$ cat src/rtl/bcd_pkg.sv
// Shared types and constants for the time-shared binary-to-BCD converter.
package bcd_pkg;

   typedef enum logic [1:0] {IDLE, SHIFT, DONE} state_t;

   localparam int BIN_W  = 8;
   localparam int BCD_W  = 18;
   localparam int N_ITER = 8;

   localparam logic [3:0] ADD3_THRESH = 4'd4;
   localparam logic [3:0] ADD3_VAL    = 4'd3;

endpackage

$ cat src/rtl/bcd_dd_step.sv
// One shift-add-3 iteration on the work word: {hundreds[1:0], tens, units, binary[7:0]}.
module bcd_dd_step
   import bcd_pkg::*;
(
   input  logic [BCD_W-1:0] work,
   output logic [BCD_W-1:0] stepped
);

   logic [BCD_W-1:0] adj;

   // Hundreds never exceed 2 for an 8-bit input, so only units and tens need correcting.
   always_comb begin
      adj = work;
      if (work[11:8] > ADD3_THRESH) adj[11:8] = work[11:8] + ADD3_VAL;
      if (work[15:12] > ADD3_THRESH) adj[15:12] = work[15:12] + ADD3_VAL;
      stepped = {adj[BCD_W-2:0], 1'b0};
   end

endmodule

$ cat src/rtl/bcd_share_ctrl.sv
// Round-robin front end, iteration FSM and result registers around one shared BCD step.
module bcd_share_ctrl
   import bcd_pkg::*;
#(
   parameter int N_REQ = 2,
   parameter int ID_W  = (N_REQ > 1) ? $clog2(N_REQ) : 1
) (
   input  logic                   sys_clk,
   input  logic                   sys_rst,
   input  logic                   en,
   input  logic [N_REQ-1:0]       req_valid,
   input  logic [N_REQ*BIN_W-1:0] req_data,
   output logic [N_REQ-1:0]       req_ready,
   output logic                   out_valid,
   input  logic                   out_ready,
   output logic [ID_W-1:0]        out_id,
   output logic [1:0]             hundred,
   output logic [3:0]             decade,
   output logic [3:0]             unit
);

   localparam int CNT_W = $clog2(N_ITER);

   state_t           state, state_nxt;
   logic [BCD_W-1:0] work, work_step;
   logic [CNT_W-1:0] count;
   logic [ID_W-1:0]  last_grant, grant_idx;
   logic             grant_any, accept, last_iter;
   logic [BIN_W-1:0] grant_data;

   bcd_dd_step u_step (
      .work    (work),
      .stepped (work_step)
   );

   // Search starts one past the previous winner so every requester gets a turn.
   always_comb begin : arbiter
      int unsigned idx;
      grant_any = 1'b0;
      grant_idx = '0;
      idx       = 0;
      for (int unsigned off = 1; off <= unsigned'(N_REQ); off++) begin
         idx = 32'(last_grant) + off;
         if (idx >= unsigned'(N_REQ)) idx = idx - unsigned'(N_REQ);
         if (!grant_any && req_valid[ID_W'(idx)]) begin
            grant_any = 1'b1;
            grant_idx = ID_W'(idx);
         end
      end
   end

   assign grant_data = req_data[32'(grant_idx)*BIN_W +: BIN_W];
   assign accept     = (state == IDLE) && en && grant_any;
   assign last_iter  = (count == CNT_W'(N_ITER - 1));

   always_comb begin
      req_ready = '0;
      if (accept) req_ready[grant_idx] = 1'b1;
   end

   always_comb begin
      state_nxt = state;
      case (state)
         IDLE:    if (accept) state_nxt = SHIFT;
         SHIFT:   if (last_iter) state_nxt = DONE;
         DONE:    if (out_valid && out_ready) state_nxt = IDLE;
         default: state_nxt = IDLE;
      endcase
   end

   always_ff @(posedge sys_clk or posedge sys_rst) begin
      if (sys_rst) state <= IDLE;
      else         state <= state_nxt;
   end

   // Digits are captured from the final step output so they are valid on DONE entry.
   always_ff @(posedge sys_clk or posedge sys_rst) begin
      if (sys_rst) begin
         work       <= '0;
         count      <= '0;
         last_grant <= ID_W'(N_REQ - 1);
         out_id     <= '0;
         out_valid  <= 1'b0;
         hundred    <= '0;
         decade     <= '0;
         unit       <= '0;
      end else begin
         case (state)
            IDLE: begin
               if (accept) begin
                  work       <= {{(BCD_W-BIN_W){1'b0}}, grant_data};
                  count      <= '0;
                  out_id     <= grant_idx;
                  last_grant <= grant_idx;
               end
            end
            SHIFT: begin
               work <= work_step;
               if (last_iter) begin
                  out_valid <= 1'b1;
                  hundred   <= work_step[17:16];
                  decade    <= work_step[15:12];
                  unit      <= work_step[11:8];
               end else begin
                  count <= count + CNT_W'(1);
               end
            end
            DONE: begin
               if (out_ready) out_valid <= 1'b0;
            end
            default: ;
         endcase
      end
   end

endmodule

$ cat config.mk
export PLATFORM = sky130hd
export DESIGN_NAME = bcd_share_ctrl
export DESIGN_NICKNAME = d
export VERILOG_FILES = /design/src/rtl/bcd_pkg.sv /design/src/rtl/bcd_dd_step.sv /design/src/rtl/bcd_share_ctrl.sv
export SDC_FILE = /design/constraint.sdc
export NUM_CORES = 1
export LEC_CHECK = 0
export ABC_AREA = 1
export CORE_MARGIN = 8
export CORE_UTILIZATION = 55
export CTS_CLUSTER_DIAMETER = 60
export DETAILED_ROUTE_END_ITERATION = 6
export DONT_BUFFER_PORTS = 1
export PLACE_DENSITY = 0.73
export SYNTH_ARGS = -nofsm -noshare
export SYNTH_HDL_FRONTEND = slang
export SYNTH_SLANG_ARGS = --single-unit
$ cat constraint.sdc
create_clock -name sys_clk -period 3.46 [get_ports sys_clk]
set_input_delay 0.692 -clock sys_clk [delete_from_list [all_inputs] [get_ports sys_clk]]
set_output_delay 0.692 -clock sys_clk [all_outputs]
set_load 0.01 [all_outputs]
==> summary by stage <==
Place
The number of port buffers is 0. The wire-length estimate of the detail-placed layout is 2710 um. The final estimated routing congestion in global placement is 0.830. The number of cells in the design after placement is 277.

Logic synthesis
The number of warnings issued by yosys is 0. The post-synthesis instance area is around 1800 um^2. A synthesized cell averages 7.63 um^2.

The net count of the mapped netlist is around 270. The number of distinct library cell variants in the gate-level netlist after synthesis is 18. The sequential-to-total area share from yosys stat is 0.485. Synthesis inferred 35 register bits. After technology mapping, the gate count stands at approximately 240.

Detailed routing
The residual DRC count is 0. Dividing the detail-routed wire length by the instance count gives around 13 um. Summing over every cut layer, the via total after detailed routing is 1509. The number of DRC violations after detailed-routing iteration 0 is just over 100.

The via count normalized by instance count is between 5 and 6. In this run the remaining antenna-violating nets after routing total 0. The routed wire length is ~3800 um. The length of the first detailed-routing pass in iterations is 4.

Clock network
The later pin in the worst-skew pair is clocked with a latency of roughly 350 ps. The longest clock path from root to sink contains 2 buffers. The number of buffers inserted to repair setup after CTS is 0.

The clock root buffer is sky130_fd_sc_hd__clkbuf_4. The post-cts repair resize count is 0. The total clock buffers created by CTS is 5. Buffers inserted to repair hold after CTS numbered 0. The maximum level of the CTS H-tree is 2. The clock-pin slew on the worst setup and hold paths is roughly 110 ps. TritonCTS built the clock tree. The clock net in this run drives a total of 35 sinks.

Timing
The timing-limited maximum frequency is roughly 0.43 GHz. For the pin with the worst max-slew slack, the measured transition is approximately 440 ps. The final number of hold-violating endpoints is 0. The total setup violations reported at the end of the flow is 0. After routing, the total negative slack on setup checks comes to 0 ps. Setup repair after global routing left no endpoint under its margin. Between clock sinks in the finished design, the worst skew comes to approximately 10 ps. The final-report max-slew violation count is 0. The minimum clock period is 2340 ps.

The relative slew slack is 0.708. The portion of the clock cycle consumed by the worst path in the final layout is 0.676.

GRT
The pin count of the biggest net entering global routing is 26. The via count of the first global-routing pass is 1555. The first global-routing pass estimated approximately 6600 um of wire. The all-layer global routing usage is 0.159. The number of antenna violations at the first check in global routing is 0. The final global-route overflow total is 0.

Final layout
The number of antenna diodes in the final layout is 0. Compared with the post-synthesis result, the final layout area differs by 5.95%. After the last flow step, the layout net total stands at between 200 and 300. Leaving out fill and tap cells, the most frequent cells in the layout are sky130_fd_sc_hd__nand2_1 (93), sky130_fd_sc_hd__nand3_1 (49), sky130_fd_sc_hd__dfrtp_1 (34). The layout has roughly 310 filler cells.

The count of cells in the finished layout, fillers not included, comes to approximately 290. The footprint of the multi-input gates is 797 um^2. Of the cells placed in the final design, the portion with a size suffix greater than 1 is 0.0711.

Leaving out fill and tap cells, the most frequent cell in the layout is sky130_fd_sc_hd__nand2_1. In the final layout, flip-flops and latches occupy slightly below 900 um^2.

Floorplanning
The floorplan step set the die width to between 70 and 80 um. The row count is 21. The die is between 70 and 80 um tall. The area enclosed by the die boundary is 5380 um^2.

The initial core utilization is 0.555. In this run the standard cell core region covers 3260 um^2. In this run the count of I/O pins placed on the die edge is 36.

Run status
The flow ran to the end, and the final reports show no timing, DRC or antenna violations.

Power
The analysis attributes to cell leakage a power of around 0.0011 uW. The worst-case IR drop observed on VDD is approximately 420 uV. The total power per unit cell area is slightly above 900 nW/um^2.

Setup path
The startpoint class of the critical path is a register. In this run the worst path has a maximum fanout of 24. STA puts the critical path data arrival time at 1650 ps.

The worst endpoint required time is approximately 2800 ps. The worst setup path is captured at an output pin. The type of the worst setup path is register to output pin.

Job
The tool flagged a number of max-cap violations equal to 0.

Worst hold path
The tightest min-delay check is of the input pin to asynchronous set/reset pin type.
[critical path: stages, from the launching register on]
cell	delay [ps]
sky130_fd_sc_hd__dfrtp_1	430
sky130_fd_sc_hd__nor2_1	120
sky130_fd_sc_hd__nand3_2	370
sky130_fd_sc_hd__a21oi_1	380
[stage by stage]
step	hold slack (ps)	total power (uW)	instance area, um^2	utilization	setup WS [ps]
5_1_grt	210	1940	1920	0.588	895
3_5_place_dp	477	1460	1830	0.561	1230
6_report	206	1770	1920	0.588	1120
3_3_place_gp	477	1430	1830	0.561	1220
4_1_cts	211	1780	1920	0.588	1080
2_1_floorplan	443	1320	1810	-	1500
[synthesized netlist by cell type (all sizes together)]
library cell   n  area share
nand3         50        0.14
ha             6       0.042
o21ai         14       0.039
dfstp          1       0.015
inv           24       0.050
or2            1      0.0035
nor2           3       0.010
nand2         95        0.20
buf            7       0.024
a21oi          2      0.0055
dfrtp         34        0.47
[flip-flops by register name (all words and copies together), names as in the netlist]
signal	flops
work	17
decade	4
unit	4
count	3
hundred	2
state	2
last_grant	1
out_id	1
out_valid	1
[metal layers]
layer	up-vias	track usage	part of all wire
li1	761	-	-
met1	679	0.188	0.46
met2	57	0.238	0.42
met3	12	0.0573	0.080
met4	0	0.0998	0.032
met5	-	0	0
[worst paths after layout]
check,from,to,slack (ps),cells past startpoint
max,state[1],req_ready[0],1120,3
min,sys_rst,unit[0],210,1
max reg2reg,count[0],state[1],1850,5
min reg2reg,work[16],hundred[1],500,2
max in group asynchronous,sys_rst,work[6],2590,2
min in group sys_clk,work[16],hundred[1],500,2
[cell type report]
cell class                      instances  share of cell area
Timing Repair Buffer                    1             0.00392
Inverter                               24              0.0470
Clock buffer                            6              0.0268
Multi-Input combinational cell        171               0.416
Tap cell                               46              0.0300
Clock inverter                          2              0.0183
Sequential cell                        35               0.458
[cell families (layout without fill, tap and decap cells)]
family / Yosys count / count (layout) / synth area share
buffers and inverters: 31 / 33 / 0.0740
and+or+nand+nor: 149 / 149 / 0.355
adders and majority gates: 6 / 6 / 0.0415
DFF: 35 / 35 / 0.485
AOI/OAI and AO/OA: 16 / 16 / 0.0443
[power breakdown]
group | internal [uW] | switching, uW
clock network | 171 | 148
registers | 592 | 146
logic | 238 | 476
Note: power is estimated with default switching activity, not from simulation.
